## config.mk

```make
export PLATFORM = sky130hd
export DESIGN_NAME = hazard_ctrl
export DESIGN_NICKNAME = d
export VERILOG_FILES = /design/src/rtl/hazard_ctrl_pkg.sv /design/src/rtl/hazard_sat_cnt.sv /design/src/rtl/hazard_ctrl.sv
export SDC_FILE = /design/constraint.sdc
export NUM_CORES = 1
export LEC_CHECK = 0
export CAP_MARGIN = 20
export CORE_ASPECT_RATIO = 0.7
export CORE_MARGIN = 2
export CORE_UTILIZATION = 32
export CTS_CLUSTER_DIAMETER = 200
export DETAILED_ROUTE_END_ITERATION = 12
export HOLD_SLACK_MARGIN = 0.15
export PLACE_DENSITY_LB_ADDON = 0.05
export SETUP_SLACK_MARGIN = 0.1
export SLEW_MARGIN = 20
export SYNTH_ARGS = -nofsm -noshare
export SYNTH_HDL_FRONTEND = slang
export SYNTH_SLANG_ARGS = --single-unit
```

## constraint.sdc

```tcl
create_clock -name clk -period 5.15 [get_ports clk]
set_input_delay 0.515 -clock clk [delete_from_list [all_inputs] [get_ports clk]]
set_output_delay 0.515 -clock clk [all_outputs]
set_load 0.01 [all_outputs]
```

## src/rtl/hazard_ctrl_pkg.sv

```systemverilog
// rtl/hazard_ctrl_pkg.sv - shared state codes, control bundle and constants for the hazard controller
package hazard_ctrl_pkg;

  localparam logic ENABLE  = 1'b1;
  localparam logic DISABLE = 1'b0;
  localparam logic RESET   = 1'b1;

  typedef enum logic {
    HZ_RUN     = 1'b0,
    HZ_MC_WAIT = 1'b1
  } hz_state_e;

  typedef struct packed {
    logic pc_jump_en;
    logic pc_stall;
    logic ifid_stall;
    logic ifid_flush;
    logic idex_stall;
    logic idex_flush;
    logic exmem_stall;
    logic mc_start;
  } hz_ctrl_t;

endpackage

```

## src/rtl/hazard_sat_cnt.sv

```systemverilog
// rtl/hazard_sat_cnt.sv - saturating event counter, holds at all-ones instead of wrapping
module hazard_sat_cnt
  import hazard_ctrl_pkg::*;
#(
  parameter int CNT_W = 32
) (
  input  logic             clk,
  input  logic             rest,
  input  logic             en_i,
  output logic [CNT_W-1:0] cnt_o
);

  localparam logic [CNT_W-1:0] CNT_ONE = CNT_W'(1);

  logic [CNT_W-1:0] r_cnt;

  always_ff @(posedge clk) begin
    if (rest == RESET) begin
      r_cnt <= '0;
    end else if (en_i && (r_cnt != '1)) begin
      r_cnt <= r_cnt + CNT_ONE;
    end
  end

  assign cnt_o = r_cnt;

endmodule

```

## src/rtl/hazard_ctrl.sv

```systemverilog
// rtl/hazard_ctrl.sv - pipeline stall/flush sequencer: jump flush, load-use bubble, multi-cycle EX and bus wait
module hazard_ctrl
  import hazard_ctrl_pkg::*;
#(
  parameter int REG_AW     = 5,
  parameter int CNT_W      = 32,
  parameter int MC_TIMEOUT = 64
) (
  input  logic              clk,
  input  logic              rest,
  input  logic [REG_AW-1:0] id_rs1_addr_i,
  input  logic [REG_AW-1:0] id_rs2_addr_i,
  input  logic              id_rs1_rd_i,
  input  logic              id_rs2_rd_i,
  input  logic [REG_AW-1:0] ex_rd_addr_i,
  input  logic              ex_load_i,
  input  logic              ex_jump_en_i,
  input  logic              ex_mc_req_i,
  input  logic              mc_done_i,
  input  logic              mem_busy_i,
  output logic              pc_jump_en_o,
  output logic              pc_stall_o,
  output logic              ifid_stall_o,
  output logic              ifid_flush_o,
  output logic              idex_stall_o,
  output logic              idex_flush_o,
  output logic              exmem_stall_o,
  output logic              mc_start_o,
  output logic              mc_err_o,
  output logic [CNT_W-1:0]  stall_cnt_o,
  output logic [CNT_W-1:0]  flush_cnt_o
);

  localparam int              TO_W    = $clog2(MC_TIMEOUT);
  localparam logic [TO_W-1:0] TO_LAST = TO_W'(MC_TIMEOUT - 1);
  localparam logic [TO_W-1:0] TO_ONE  = TO_W'(1);

  hz_state_e       r_state;
  hz_state_e       w_next;
  logic [TO_W-1:0] r_to_cnt;
  logic            r_mc_err;
  hz_ctrl_t        w_ctrl;
  logic            w_to_clr;
  logic            w_to_inc;
  logic            w_err_set;
  logic            w_load_use;
  logic            w_mc_hold;

  assign w_load_use = ex_load_i && (ex_rd_addr_i != '0) &&
                      ((id_rs1_rd_i && (id_rs1_addr_i == ex_rd_addr_i)) ||
                       (id_rs2_rd_i && (id_rs2_addr_i == ex_rd_addr_i)));

  assign w_mc_hold = ((r_state == HZ_MC_WAIT) && !mc_done_i) ||
                     ((r_state == HZ_RUN) && ex_mc_req_i);

  // Outputs are forced low while reset is asserted so the pipeline sees no spurious control.
  always_comb begin
    w_ctrl    = '0;
    w_next    = r_state;
    w_to_clr  = DISABLE;
    w_to_inc  = DISABLE;
    w_err_set = DISABLE;
    if (rest == RESET) begin
      w_next = HZ_RUN;
    end else if (mem_busy_i) begin
      w_ctrl.pc_stall    = ENABLE;
      w_ctrl.ifid_stall  = ENABLE;
      w_ctrl.idex_stall  = ENABLE;
      w_ctrl.exmem_stall = ENABLE;
    end else if (w_mc_hold) begin
      w_ctrl.pc_stall   = ENABLE;
      w_ctrl.ifid_stall = ENABLE;
      w_ctrl.idex_stall = ENABLE;
      if (r_state == HZ_RUN) begin
        w_ctrl.mc_start = ENABLE;
        w_next          = HZ_MC_WAIT;
        w_to_clr        = ENABLE;
      end else if (r_to_cnt == TO_LAST) begin
        w_next    = HZ_RUN;
        w_err_set = ENABLE;
      end else begin
        w_to_inc = ENABLE;
      end
    end else if (r_state == HZ_MC_WAIT) begin
      // Done cycle: release every stall, the MC op leaves EX at this edge.
      w_next = HZ_RUN;
    end else if (ex_jump_en_i) begin
      w_ctrl.pc_jump_en = ENABLE;
      w_ctrl.ifid_flush = ENABLE;
      w_ctrl.idex_flush = ENABLE;
    end else if (w_load_use) begin
      w_ctrl.pc_stall   = ENABLE;
      w_ctrl.ifid_stall = ENABLE;
      w_ctrl.idex_flush = ENABLE;
    end
  end

  always_ff @(posedge clk) begin
    if (rest == RESET) begin
      r_state  <= HZ_RUN;
      r_to_cnt <= '0;
      r_mc_err <= DISABLE;
    end else begin
      r_state <= w_next;
      if (w_to_clr) begin
        r_to_cnt <= '0;
      end else if (w_to_inc) begin
        r_to_cnt <= r_to_cnt + TO_ONE;
      end
      if (w_err_set) begin
        r_mc_err <= ENABLE;
      end
    end
  end

  hazard_sat_cnt #(.CNT_W(CNT_W)) u_stall_cnt (
    .clk   (clk),
    .rest  (rest),
    .en_i  (w_ctrl.pc_stall),
    .cnt_o (stall_cnt_o)
  );

  hazard_sat_cnt #(.CNT_W(CNT_W)) u_flush_cnt (
    .clk   (clk),
    .rest  (rest),
    .en_i  (w_ctrl.pc_jump_en),
    .cnt_o (flush_cnt_o)
  );

  assign pc_jump_en_o  = w_ctrl.pc_jump_en;
  assign pc_stall_o    = w_ctrl.pc_stall;
  assign ifid_stall_o  = w_ctrl.ifid_stall;
  assign ifid_flush_o  = w_ctrl.ifid_flush;
  assign idex_stall_o  = w_ctrl.idex_stall;
  assign idex_flush_o  = w_ctrl.idex_flush;
  assign exmem_stall_o = w_ctrl.exmem_stall;
  assign mc_start_o    = w_ctrl.mc_start;
  assign mc_err_o      = r_mc_err;

endmodule
```

==> impl_summary.md, run 1 <==
Critical path
The element type at the critical path start is a primary input. The worst setup path is captured at an output port. The type of the worst setup path is primary input to output port. The number of cells on the worst reg-to-reg path is 8. The required time reported for the critical path endpoint is 4.64 ns.

The worst register-to-register path has a setup slack of 2.39 ns. The worst register-to-register path ends at u_stall_cnt.cnt_o[29]$_SDFFE_PP0P_. The biggest fanout along the worst timing path is 3. The arrival time reported for the critical path endpoint is 2.66 ns. In this run the critical register-to-register path is launched from u_stall_cnt.cnt_o[0]$_SDFFE_PP0P_.

Clock network
The clock passes through at most 2 buffers. The H-tree was split into 3 levels. Clock tree synthesis found a total of 72 sinks. Post-CTS repair changed the size of 0 cells. At the later pin of the worst-skew pair, clock insertion delay measures 0.33 ns. Clock-pin slew was measured on the worst setup and hold paths at 0.05 ns. The CTS buffer count is 9. The clock root buffer is sky130_fd_sc_hd__clkbuf_16. The buffer count from post-CTS setup fixing is 0. The count of hold-fix buffers inserted at cts is 0.

TritonCTS built the clock tree.

Placement
Once detailed placement completed, the half-perimeter wirelength came to 7.33 mm. The number of buffers added on ports is 96. The number of placed instances, taps included, is 659. The congestion estimate from routability-driven global placement came to 0.841. The post-place setup slack is 1.65 ns.

Timing
In the post-route analysis, the smallest setup slack over all paths is 1.97 ns. The count of endpoints failing hold in the final timing report is 0. The final number of setup-violating endpoints is 0. The number of pins exceeding their max-slew limit in the final report is 0.

Between clock sinks in the finished design, the worst skew comes to 0.00542 ns. The tightest hold margin is 0.484 ns. The worst max-slew margin expressed relative to the limit is 0.570. The sum of negative setup slack is 0 ns. Dividing the final minimum period by the clock period gives 0.617. For this run, the top clock speed supported by timing is 0.315 GHz. Setup repair after global routing left no endpoint under its margin. The post-layout minimum cycle time is 3.18 ns.

The worst-margin pin slew is 0.639 ns.

Die
The site row count is 32. The die covers 12,300 um2. During I/O placement, the number of pins put on the boundary was 97. The width of the die is 132 um. In this run the standard cell core region covers 11,100 um2.

The height of the die is 93.6 um. The initial standard-cell utilization of the core is 0.331.

Final layout
The share of final-layout standard cells stronger than drive strength 1 is 0.0478. The final layout contains 545 nets. The area overhead of the layout relative to synthesis is 35.8%. The final non-filler cell total is 676. The sequential standard cell area is 1440 um2. The area of the multi-input gates is 2080 um2. Measured on the finished design, the core utilization comes to 0.449. The filler cell count in the final layout is 1,129.

The repair_antennas step left the layout with diodes totalling 0.

Logic synthesis
The share of the Yosys chip area taken by registers is 0.393. The number of distinct library cell variants in the gate-level netlist after synthesis is 47. The mapped netlist covers 3670 um2.

Counting every instance in the synthesized netlist gives 431. The synthesized area divided by synthesized cell count is 8.51 um2. Counting every net in the synthesized netlist gives 458. After synthesis the netlist holds a flip-flop and latch count of 72. The Yosys step of the flow raised 0 warnings.

Detailed routing
The wire length reported by the detailed router is 10.3 mm. The violation count after the first detailed-route iteration is 238. The remaining antenna violation count after routing is 0. Dividing the detail-routed wire length by the instance count gives 15.2 um. The via count is 3,500. The first detailed-routing pass took 4 iterations. Dividing the detail-routed via count by the number of cells gives 5.18. The DRC violations left is 0.

Global route
The via count of the first global-routing pass is 3,139. Across every metal layer, demand over resource in global routing totals 0.167. The total congestion overflow after global routing is 0. The met3 routing resource usage after global routing is 0.0423. The met2 capacity usage during global routing is 0.247. In the global route stage, met1 resource usage came out at 0.234. The wire length of the first global-routing pass is 16.4 mm.

Entering global routing, the biggest net connects 58 pins. The initial antenna violation count came to 0. The global routing stage identified its most utilized layer as met2.

Min path
The start point of the worst hold path is u_stall_cnt.cnt_o[31]$_SDFFE_PP0P_. Along the worst hold path, the cell count comes to 1. The tightest min-delay check is of the flop to flop type. The worst hold path endpoint is u_stall_cnt.cnt_o[31]$_SDFFE_PP0P_.

Outcome
The run finished with clean final reports.

Run
The max capacitance violation total is 0.

Power
Power spread over the standard cell area amounts to 242 nW/um2. IR analysis of the VDD net gives a maximum drop of 0.000150 V. The leakage component of the power is 1.67 nW.
stage by stage:
step                instance area [um2]  power (mW)
finish                             4980        1.21
global placement                   4690       0.652
CTS                                4960        1.22
detailed placement                 4690       0.652
global route                       4980        1.26
floorplan                          3670       0.617
placed cells by master, fill, tap and decap left out, types with 3 or more instances in the layout:
cell,n
sky130_fd_sc_hd__a21oi_1,25
sky130_fd_sc_hd__and2_1,5
sky130_fd_sc_hd__and3_1,14
sky130_fd_sc_hd__and4_1,10
sky130_fd_sc_hd__clkbuf_16,9
sky130_fd_sc_hd__clkdlybuf4s50_1,95
sky130_fd_sc_hd__clkinv_2,4
sky130_fd_sc_hd__dfxtp_1,72
sky130_fd_sc_hd__ha_1,3
sky130_fd_sc_hd__inv_1,4
sky130_fd_sc_hd__mux2i_1,4
sky130_fd_sc_hd__nand2_1,26
sky130_fd_sc_hd__nand3_1,31
sky130_fd_sc_hd__nand4_1,23
sky130_fd_sc_hd__nor2_1,48
sky130_fd_sc_hd__nor2b_1,6
sky130_fd_sc_hd__nor4_1,7
sky130_fd_sc_hd__o211ai_1,3
sky130_fd_sc_hd__o21ai_0,16
sky130_fd_sc_hd__o31a_1,3
sky130_fd_sc_hd__o31ai_1,12
sky130_fd_sc_hd__or3_1,17
sky130_fd_sc_hd__or4_1,11
sky130_fd_sc_hd__xnor2_1,14
sky130_fd_sc_hd__xor2_1,30
where the power goes:
part	switching (mW)	total [mW]	internal [mW]
clock network	0.229	0.565	0.336
registers	0.00278	0.562	0.559
logic	0.0430	0.0802	0.0372
sequential cells by signal, indices dropped and copies added (netlist names):
| signal | flops |
|---|---|
| u_flush_cnt.cnt_o | 32 |
| u_stall_cnt.cnt_o | 32 |
| r_state | 1 |
| mc_err_o | 1 |
| r_to_cnt | 6 |
worst max path at each step:
| stage | start | to | slack, ns | cells past startpoint |
|---|---|---|---|---|
| detailed placement | ex_rd_addr_i[2] | u_stall_cnt.cnt_o[13]$_SDFFE_PP0P_ | 1.65 | 7 |
| global route | ex_rd_addr_i[2] | pc_stall_o | 1.86 | 6 |
| floorplan | ex_rd_addr_i[1] | pc_stall_o | 2.95 | 5 |
| CTS | ex_rd_addr_i[2] | pc_stall_o | 1.91 | 6 |
| global placement | ex_rd_addr_i[2] | u_stall_cnt.cnt_o[13]$_SDFFE_PP0P_ | 1.67 | 7 |
| finish | ex_rd_addr_i[2] | pc_stall_o | 1.97 | 6 |
per-layer routing:
layer	up-vias	wire, um
li1	1753	-
met1	1653	5260
met2	80	4440
met3	14	389
met4	0	173
met5	-	0
logic make-up (layout without fill, tap and decap cells):
| kind of cell | count (synthesis) | count (layout) | synth area share |
|---|---|---|---|
| mux | 6 | 6 | 0.0171 |
| flops | 72 | 72 | 0.393 |
| buf+inv | 27 | 119 | 0.0403 |
| fa+ha+maj | 3 | 3 | 0.0102 |
| xor+xnor | 44 | 44 | 0.105 |
| compound gates | 71 | 71 | 0.119 |
| simple gates | 208 | 208 | 0.315 |
worst max-delay path: stages:
cell and delay [ns]:
sky130_fd_sc_hd__clkdlybuf4s50_1 0.51, sky130_fd_sc_hd__or4_1 0.55, sky130_fd_sc_hd__o21ai_0 0.22, sky130_fd_sc_hd__nand2b_1 0.18, sky130_fd_sc_hd__o21ai_0 0.15, sky130_fd_sc_hd__clkdlybuf4s50_1 0.54
cells in the mapped netlist, drive strengths merged:
cell type	number	area share
and2	6	0.010
o21ai	18	0.025
and4	11	0.027
nand2	26	0.027
inv	4	0.0041
nor3	1	0.0014
o41ai	2	0.0048
o21a	2	0.0041
buf	12	0.025
nand2b	1	0.0017
nor4	7	0.012
nor2b	6	0.010
and3	14	0.024
xnor2	14	0.033
nand3	32	0.045
o22ai	1	0.0017
o221ai	1	0.0024
nor2	48	0.049
ha	3	0.010
clkinv	1	0.0010
or4	11	0.023
o31a	3	0.0072
o311ai	2	0.0048
dfxtp	72	0.39
or3	17	0.029
mux2i	4	0.011
nor3b	2	0.0055
clkbuf	10	0.010
o31ai	12	0.025
a21boi	1	0.0020
o211ai	3	0.0061
a211o	1	0.0024
or4b	1	0.0027
a21oi	25	0.034
xor2	30	0.072
nand4	25	0.048
mux2	2	0.0061
area by class of cell:
class                           count  area share
Inverter                            5     0.00377
Clock inverter                      4     0.00402
Sequential cell                    72       0.290
Multi-Input combinational cell    332       0.417
Timing Repair Buffer               98       0.198
Clock buffer                       12      0.0495
Tap cell                          153      0.0385
Power figures use the tool's default switching activity.
==> run 2, diff against run 1 <==
- clock period: 5.15 -> 2.65 ns (I/O delays scaled with it)
==> run 2 against run 1 <==
Net effect: critical path depth up 2; combinational power grew 110%; utilization rose by 1.8 points; highest routed layer unchanged; clock skew up 0.0042 ns; worst setup slack got worse by 1.7 ns; flip-flop and latch count did not move; worst hold slack worse by 0.12 ns; sequential share of layout area is 1.1 points lower; power grew 110%; largest power group unchanged; final area is 4.1% higher; final cell count increased by 2.8%; sequential power is 94% higher.
==> impl_summary.md, run 2 (synthesized netlist as in run 1, its figures left out) <==
Global route
The pin count of the biggest net entering global routing is 52 (-10%). The via count of the first global-routing pass is 3,240 (+3.2%). The overall global routing resource usage is 0.173 (+0.00637).

The met1 track demand over resource is 0.242 (+0.00765). The met2 capacity usage during global routing is 0.266 (+0.0191). The initial antenna violation count is 0 (unchanged). The layer flagged by global routing as most heavily used is met2. The total congestion overflow after global routing is 0 (unchanged). The met3 routing resource usage after global routing is 0.0444 (+0.00217). The wire length of the first global-routing pass came to 17.0 mm (+3.3%).

Critical path
The endpoint class of the critical path is an output port. The register-to-register path setup slack came to 0.45 ns (-1.94 ns). The delay of the slowest cell on the worst path is 0.56 ns (about the same). The element type at the critical path start is a primary input. Counting stages on the worst path, the most repeated cell is sky130_fd_sc_hd__clkdlybuf4s50_1.

Broken down by cell family, the worst path's largest delay share belongs to buffers and inverters. Walking the worst path, the cells encountered are clkdlybuf4s50_1 -> buf_4 -> xnor2_1 -> nand4_1 -> o22ai_2 -> nand2b_4 -> o21ai_1 -> clkdlybuf4s50_1. The arrival time reported for the critical path endpoint is 2.15 ns (-0.51 ns). The type of the worst setup path is primary input to output port. The total buffers and inverters traversed by the critical path came to 3 (+1). The required time reported for the critical path endpoint came to 2.38 ns (-2.26 ns). The biggest fanout along the worst timing path is 2 (-1). The cell with the largest stage delay on the worst path is sky130_fd_sc_hd__clkdlybuf4s50_1.

Final layout
Leaving out fill and tap cells, the most frequent cell in the layout is sky130_fd_sc_hd__clkdlybuf4s50_1. The share of final-layout standard cells stronger than drive strength 1 was 0.0886 (+0.0408). The final layout net count is 564 (+3.5%). Relative to the synthesized area, the layout overhead comes to 41.3%. The area of the multi-input gates is 2090 um2 (+0.66%).

The final non-filler cell total is 695 (+2.8%). The utilization of the core after routing is 0.467 (+0.0183). The final antenna diode count is 0 (unchanged). In the layout the commonest cells are 93 x sky130_fd_sc_hd__clkdlybuf4s50_1, 72 x sky130_fd_sc_hd__dfxtp_1, 48 x sky130_fd_sc_hd__nor2_1, 31 x sky130_fd_sc_hd__nand3_1, 30 x sky130_fd_sc_hd__xor2_1. The filler cell count in the final layout is 1,121 (-0.71%).

The sequential standard cell area is 1440 um2 (unchanged).

Detailed routing
The iteration count of the initial detailed-routing pass is 5 (+1). The via count was 3,572 (+2.1%). The wire length reported by the detailed router was 10.5 mm (+1.9%). The violation count after the first detailed-route iteration came to 145 (-39%). The remaining antenna violation count after routing is 0 (unchanged).

The average detailed-routed wire length per instance is 15.0 um (-0.90%). The DRC violations left is 0 (unchanged). The mean number of vias per cell was 5.14 (-0.73%).

Timing
The worst max-slew margin expressed relative to the limit came to 0.602 (+0.0323). The final worst clock skew is 0.00965 ns (+0.00423 ns). The maximum clock frequency is 0.415 GHz. The number of pins exceeding their max-slew limit in the final report is 0 (unchanged).

The worst-margin pin slew is 0.591 ns (-0.0481 ns). The count of endpoints failing hold in the final timing report is 0 (unchanged). The setup slack of the critical path after layout is 0.239 ns (-1.73 ns). Setup repair after global routing could not meet its margin everywhere. Of the available clock period, the critical path in the final layout requires 0.910.

The final number of setup-violating endpoints is 0 (unchanged). The clock period could shrink to 2.41 ns. The tightest hold margin is 0.359 ns (-0.125 ns). The sum of negative setup slack is 0 ns (unchanged).

Die
The site row count came to 32 (unchanged). The width of the die was 132 um (unchanged). The initial standard-cell utilization of the core was 0.331 (unchanged). The height of the die was 93.6 um (unchanged).

The floorplan die area is 12,300 um2 (unchanged). The I/O pin total is 97 (unchanged). The core footprint is 11,100 um2 (unchanged).

Clock network
The clock root buffer is sky130_fd_sc_hd__clkbuf_16. The TritonCTS clock tree is done. The CTS buffer count is 9 (unchanged).

The buffer count from post-CTS setup fixing came to 0 (unchanged). The number of H-tree branching levels is 3 (unchanged). The latest clock arrival within the worst-skew pair is 0.33 ns (about the same). The clock-pin slew of the registers on the worst-case setup and hold paths was 0.06 ns (about the same). The TritonCTS sink count was 72 (unchanged). The count of hold-fix buffers inserted at cts came to 0 (unchanged).

The largest buffer count on any clock path was 2 (unchanged).

Placement
The HPWL after detailed placement is 7.57 mm (+3.3%). The final RePlAce weighted congestion is 0.871 (+3.5%). The placed cell count is 679 (+3.0%). The number of buffers added on ports is 96 (unchanged). The post-place setup slack was 0.0991 ns (-1.56 ns).

Run
The max capacitance violation total came to 0 (unchanged).

Power
The worst vdd rail ir drop was 0.000288 V (+91%). The leakage component of the power came to 1.81 nW (+8.5%). The power density relative to cell area came to 483 nW/um2 (+99%).

Min path
The class of the most critical hold timing path is primary input to flop.

Outcome
The run finished with clean final reports.
==> run 2: worst register-to-register path, cell delays in order (launching register included) <==
cell and delay (ns):
sky130_fd_sc_hd__dfxtp_1 0.36, sky130_fd_sc_hd__ha_1 0.23, sky130_fd_sc_hd__and4_1 0.21, sky130_fd_sc_hd__and2_1 0.15
sky130_fd_sc_hd__nand4_1 0.11, sky130_fd_sc_hd__nand3_2 0.13, sky130_fd_sc_hd__buf_4 0.25, sky130_fd_sc_hd__or4_1 0.53
sky130_fd_sc_hd__a21oi_1 0.15
==> run 2: final cells by class <==
cell class	count	area share
flip-flops and latches	72	0.278
clock inverters	5	0.0106
clock buffers	11	0.0488
multi-input cells	332	0.404
well taps	153	0.0369
inverters	5	0.00362
repair buffers	117	0.218
==> run 2: repair_timing <==
item	CTS	global route
pin swaps	0	1
setup endpoints to repair	2	3
endpoints found under the hold margin	0	0
resized for setup	2	4
==> run 2: worst paths after layout <==
check / start / to / depth (start not counted)
max: ex_rd_addr_i[2] / ifid_stall_o / 8
min reg2reg: r_to_cnt[5]$_SDFFE_PP0P_ / r_to_cnt[5]$_SDFFE_PP0P_ / 2
max reg2reg: u_stall_cnt.cnt_o[0]$_SDFFE_PP0P_ / u_stall_cnt.cnt_o[29]$_SDFFE_PP0P_ / 8
min: rest / u_stall_cnt.cnt_o[11]$_SDFFE_PP0P_ / 3
==> run 2: where the power goes <==
group | internal (mW) | switching (mW)
combinational | 0.0866 | 0.0858
sequential | 1.09 | 0.00634
clock | 0.776 | 0.463
==> run 2: per-stage QoR <==
stage	instance area, um2	power (mW)
final	5180	2.50
after global routing	5180	2.60
after CTS	5180	2.53
after detailed placement	4850	1.29
after global placement	4850	1.29
after floorplan	3670	1.20
==> run 2: routing by layer <==
layer / vias up / wire length (um)
met5: - / 0
met4: 0 / 123
met3: 12 / 357
met2: 68 / 4610
met1: 1696 / 5360
li1: 1796 / -
==> run 3, diff against run 2 <==
- SYNTH_HIERARCHICAL: not set -> 1
==> run 3 against run 2 <==
Net effect: final cell count is 11% higher; register-to-register slack worse by 0.15 ns; via count is 17% higher; worst hold slack better by 0.12 ns; area after synthesis is 8.3% higher.
==> impl_summary.md, run 3 <==
Outcome
The flow ran to the end, and the final reports show no timing, DRC or antenna violations.

Detailed routing
The iteration count of the initial detailed-routing pass is 4 (-1). The wire length reported by the detailed router is 12.0 mm (+15%). The via count is 4,163 (+17%). The average detailed-routed wire length per instance was 15.5 um (+2.9%). The DRC violations left is 0 (unchanged). The violation count after the first detailed-route iteration came to 229 (+58%).

The remaining antenna violation count after routing was 0 (unchanged). The mean number of vias per cell is 5.38 (+4.6%).

Clock network
The TritonCTS clock tree is done. The CTS buffer count was 9 (unchanged). The count of hold-fix buffers inserted at cts is 0 (unchanged).

The TritonCTS sink count is 72 (unchanged). CTS placed an instance of sky130_fd_sc_hd__clkbuf_16 at the clock tree root. The largest buffer count on any clock path came to 2 (unchanged). The clock-pin slew of the registers on the worst-case setup and hold paths is 0.06 ns (about the same). The number of H-tree branching levels is 3 (unchanged). The latest clock arrival within the worst-skew pair is 0.34 ns (about the same).

Logic synthesis
The net count after synthesis came to 500 (+9.2%). The leading cell type by number of instances after synthesis is sky130_fd_sc_hd__dfxtp_1. The biggest area consumer among synthesized cells is sky130_fd_sc_hd__dfxtp_1. The netlist area before placement was 3970 um2 (+8.3%).

The most used flip-flop cell after synthesis is sky130_fd_sc_hd__dfxtp_1. The number of warnings issued by yosys is 6 (+6). The number of distinct library cell variants in the gate-level netlist after synthesis was 51 (+8.5%). The part of the Yosys area used for sequential elements was 0.363 (-0.0302). In the post-synthesis netlist, the biggest area contributors are sky130_fd_sc_hd__dfxtp_1 36%, sky130_fd_sc_hd__a21oi_1 5.9%, sky130_fd_sc_hd__or4_1 4.9%. The number of enable flip-flop cells after synthesis came to 0 (unchanged). The synthesized area divided by synthesized cell count is 8.40 um2 (-1.3%). Counting instances in the post-synthesis netlist gives the leading cell types as 72 x sky130_fd_sc_hd__dfxtp_1, 47 x sky130_fd_sc_hd__a21oi_1, 37 x sky130_fd_sc_hd__nor2_1.

The gate count of the mapped netlist is 473 (+9.7%). The proportion of synthesized flip-flops having asynchronous set or reset is 0 (unchanged). The area fraction of the dominant cell type after synthesis was 0.363 (-0.0302).

The post-synthesis sequential element count is 72 (unchanged).

Timing
Setup repair after global routing could not meet its margin everywhere. The post-layout minimum cycle time is 2.42 ns (+0.00517 ns). The setup slack of the critical path after layout is 0.234 ns (-0.00517 ns). The worst-margin pin slew was 0.615 ns (+0.0245 ns).

The fraction of the cycle the final worst path needs came to 0.912 (+0.00195). The sum of negative setup slack is 0 ns (unchanged). The maximum clock frequency is 0.414 GHz (-0.21%). The count of endpoints failing hold in the final timing report was 0 (unchanged). The final number of setup-violating endpoints came to 0 (unchanged). The final worst clock skew came to 0.00691 ns (-0.00274 ns). The number of pins exceeding their max-slew limit in the final report is 0 (unchanged). The worst max-slew margin expressed relative to the limit came to 0.587 (-0.0158).

Power
The total power of the final layout is 2.68 mW (+6.9%). The leakage component of the power is 1.97 nW (+8.7%). The power density relative to cell area came to 459 nW/um2 (-5.0%). The worst vdd rail ir drop came to 0.000301 V (+4.4%).

Die
The site row count is 34 (+6.3%). The I/O pin total is 97 (unchanged). The height of the die came to 97.2 um (+3.9%). The width of the die is 137 um (+4.0%). The core footprint came to 12,300 um2 (+10%). The initial standard-cell utilization of the core is 0.324 (-0.00641).

The floorplan die area is 13,300 um2 (+8.0%).

Final layout
The top cell types in the final layout, fill and taps aside, are 79 x sky130_fd_sc_hd__clkdlybuf4s50_1, 72 x sky130_fd_sc_hd__dfxtp_1, 50 x sky130_fd_sc_hd__buf_4, 47 x sky130_fd_sc_hd__a21oi_1, 37 x sky130_fd_sc_hd__nor2_1. The share of final-layout standard cells stronger than drive strength 1 is 0.165 (+0.0765). The final layout net count is 634 (+12%). The filler cell count in the final layout is 1,181 (+5.4%). The final antenna diode count is 0 (unchanged).

Leaving out fill and tap cells, the most frequent cell in the layout is sky130_fd_sc_hd__clkdlybuf4s50_1. From synthesis to final layout, the design area changed by 46.9%.

Global route
The initial antenna violation count is 0 (unchanged). The via count of the first global-routing pass is 3,770 (+16%). The total congestion overflow after global routing is 0 (unchanged). The wire length of the first global-routing pass came to 19.2 mm (+13%).

The pin count of the biggest net entering global routing is 42 (-19%). The overall global routing resource usage is 0.181 (+0.00790).

Critical path
The critical register-to-register path startpoint is r_state$_SDFFE_PP0N_. Tracing the worst setup path back leads to its startpoint at ex_rd_addr_i[0]. The required time reported for the critical path endpoint was 2.88 ns (+0.50 ns). The arrival time reported for the critical path endpoint is 2.64 ns (+0.49 ns). The critical path is of the primary input to flop type.

STA classifies the critical path endpoint as a flop. The element type at the critical path start is a primary input. The biggest fanout along the worst timing path was 6 (+4). The worst reg2reg path endpoint is u_stall_cnt/cnt_o[31]$_SDFFE_PP0P_. The number of cells on the worst reg-to-reg path is 9 (+1). The termination of the worst setup path is u_stall_cnt/cnt_o[31]$_SDFFE_PP0P_. The register-to-register path setup slack is 0.30 ns (-0.15 ns).

Placement
The number of buffers added on ports was 96 (unchanged). The final RePlAce weighted congestion came to 0.771 (-12%). The HPWL after detailed placement came to 8.67 mm (+15%). The post-place setup slack is -0.379 ns (-0.478 ns).

Run
The max capacitance violation total is 0 (unchanged).

Min path
The class of the most critical hold timing path is flop to flop.
## run 3: cell count changes in the layout (fill, tap and decap cells not counted), sizes merged, moves of 4 or more
cell | before | now
buf | 22 | 54
a21oi | 25 | 47
or4 | 11 | 26
xor2 | 30 | 15
clkdlybuf4s50 | 93 | 79
o31ai | 12 | 25
dlygate4sd2 | 0 | 12
nor2 | 48 | 37
nor4 | 7 | 13
or3 | 17 | 22
a2111oi | 0 | 4
and3 | 14 | 10
clkbuf | 11 | 15
nand4 | 25 | 21
## run 3: layer usage
metal | share of wire | track usage
met1 | 0.53 | 0.277
met3 | 0.061 | 0.0506
met5 | 0 | 0
met4 | 0.011 | 0.0428
met2 | 0.40 | 0.247
## run 3: metrics by stage
stage | hold WS, ns | instance area [um2] | std cells | utilization
2_1_floorplan | 0.422 | 4010 | 473 | -
3_3_place_gp | 0.476 | 5460 | 756 | 0.446
3_5_place_dp | 0.457 | 5460 | 756 | 0.446
4_1_cts | 0.477 | 5810 | 773 | 0.474
5_1_grt | 0.530 | 5830 | 774 | 0.476
6_report | 0.475 | 5830 | 774 | 0.476
## run 3: power breakdown
| part | switching (mW) | leakage (nW) | internal, mW | total, mW |
|---|---|---|---|---|
| Clock | 0.478 | 0.170 | 0.946 | 1.42 |
| Combinational | 0.0801 | 1.22 | 0.0790 | 0.159 |
| Sequential | 0.00778 | 0.580 | 1.09 | 1.10 |
| Total | 0.565 | 1.97 | 2.11 | 2.68 |
## run 3: area by class of cell
class                   count  area, um2  area share
clock inverters             5        104      0.0178
repair buffers            149       1350       0.231
well taps                 162        203      0.0347
multi-input cells         368       2470       0.423
flip-flops and latches     72       1440       0.247
clock buffers              11        243      0.0416
inverters                   7       26.3     0.00450
## run 3: worst max-delay path, stage by stage
cell	delay [ns]
sky130_fd_sc_hd__dlygate4sd2_1	0.29
sky130_fd_sc_hd__xor2_1	0.20
sky130_fd_sc_hd__nor4_2	0.30
sky130_fd_sc_hd__a32oi_2	0.12
sky130_fd_sc_hd__o21ai_4	0.15
sky130_fd_sc_hd__nand4_1	0.11
sky130_fd_sc_hd__buf_6	0.16
sky130_fd_sc_hd__nor4_4	0.15
sky130_fd_sc_hd__buf_4	0.18
sky130_fd_sc_hd__nand4_1	0.11
sky130_fd_sc_hd__nor4_2	0.24
sky130_fd_sc_hd__mux2_2	0.36
## run 3: kinds of logic (layout without fill, tap and decap cells)
logic type,Yosys count,count (layout),synth area share
flops,72,72,0.363
simple gates,217,217,0.325
buf+inv,33,172,0.0372
compound gates,112,112,0.182
fa+ha+maj,3,3,0.00945
xor+xnor,29,29,0.0640
mux,7,7,0.0189
## run 3: how the worst min path moves through the flow
stage                                                  start                            endpoint  slack, ns  depth (start not counted)
after detailed placement               mc_err_o$_SDFFE_PP0P_               mc_err_o$_SDFFE_PP0P_       0.46                          2
after global routing                   mc_err_o$_SDFFE_PP0P_               mc_err_o$_SDFFE_PP0P_       0.53                          2
final                                  mc_err_o$_SDFFE_PP0P_               mc_err_o$_SDFFE_PP0P_       0.48                          2
after global placement    u_stall_cnt/cnt_o[23]$_SDFFE_PP0P_  u_stall_cnt/cnt_o[23]$_SDFFE_PP0P_       0.48                          2
after CTS                              mc_err_o$_SDFFE_PP0P_               mc_err_o$_SDFFE_PP0P_       0.48                          2
after floorplan                                  ex_mc_req_i                r_state$_SDFFE_PP0N_       0.42                          2
## run 3: timing repair
item,in CTS,in global routing
pin swaps,8,6
setup buffers,1,1
resized for setup,22,10
cloned,0,0
endpoints found under the setup margin,10,21
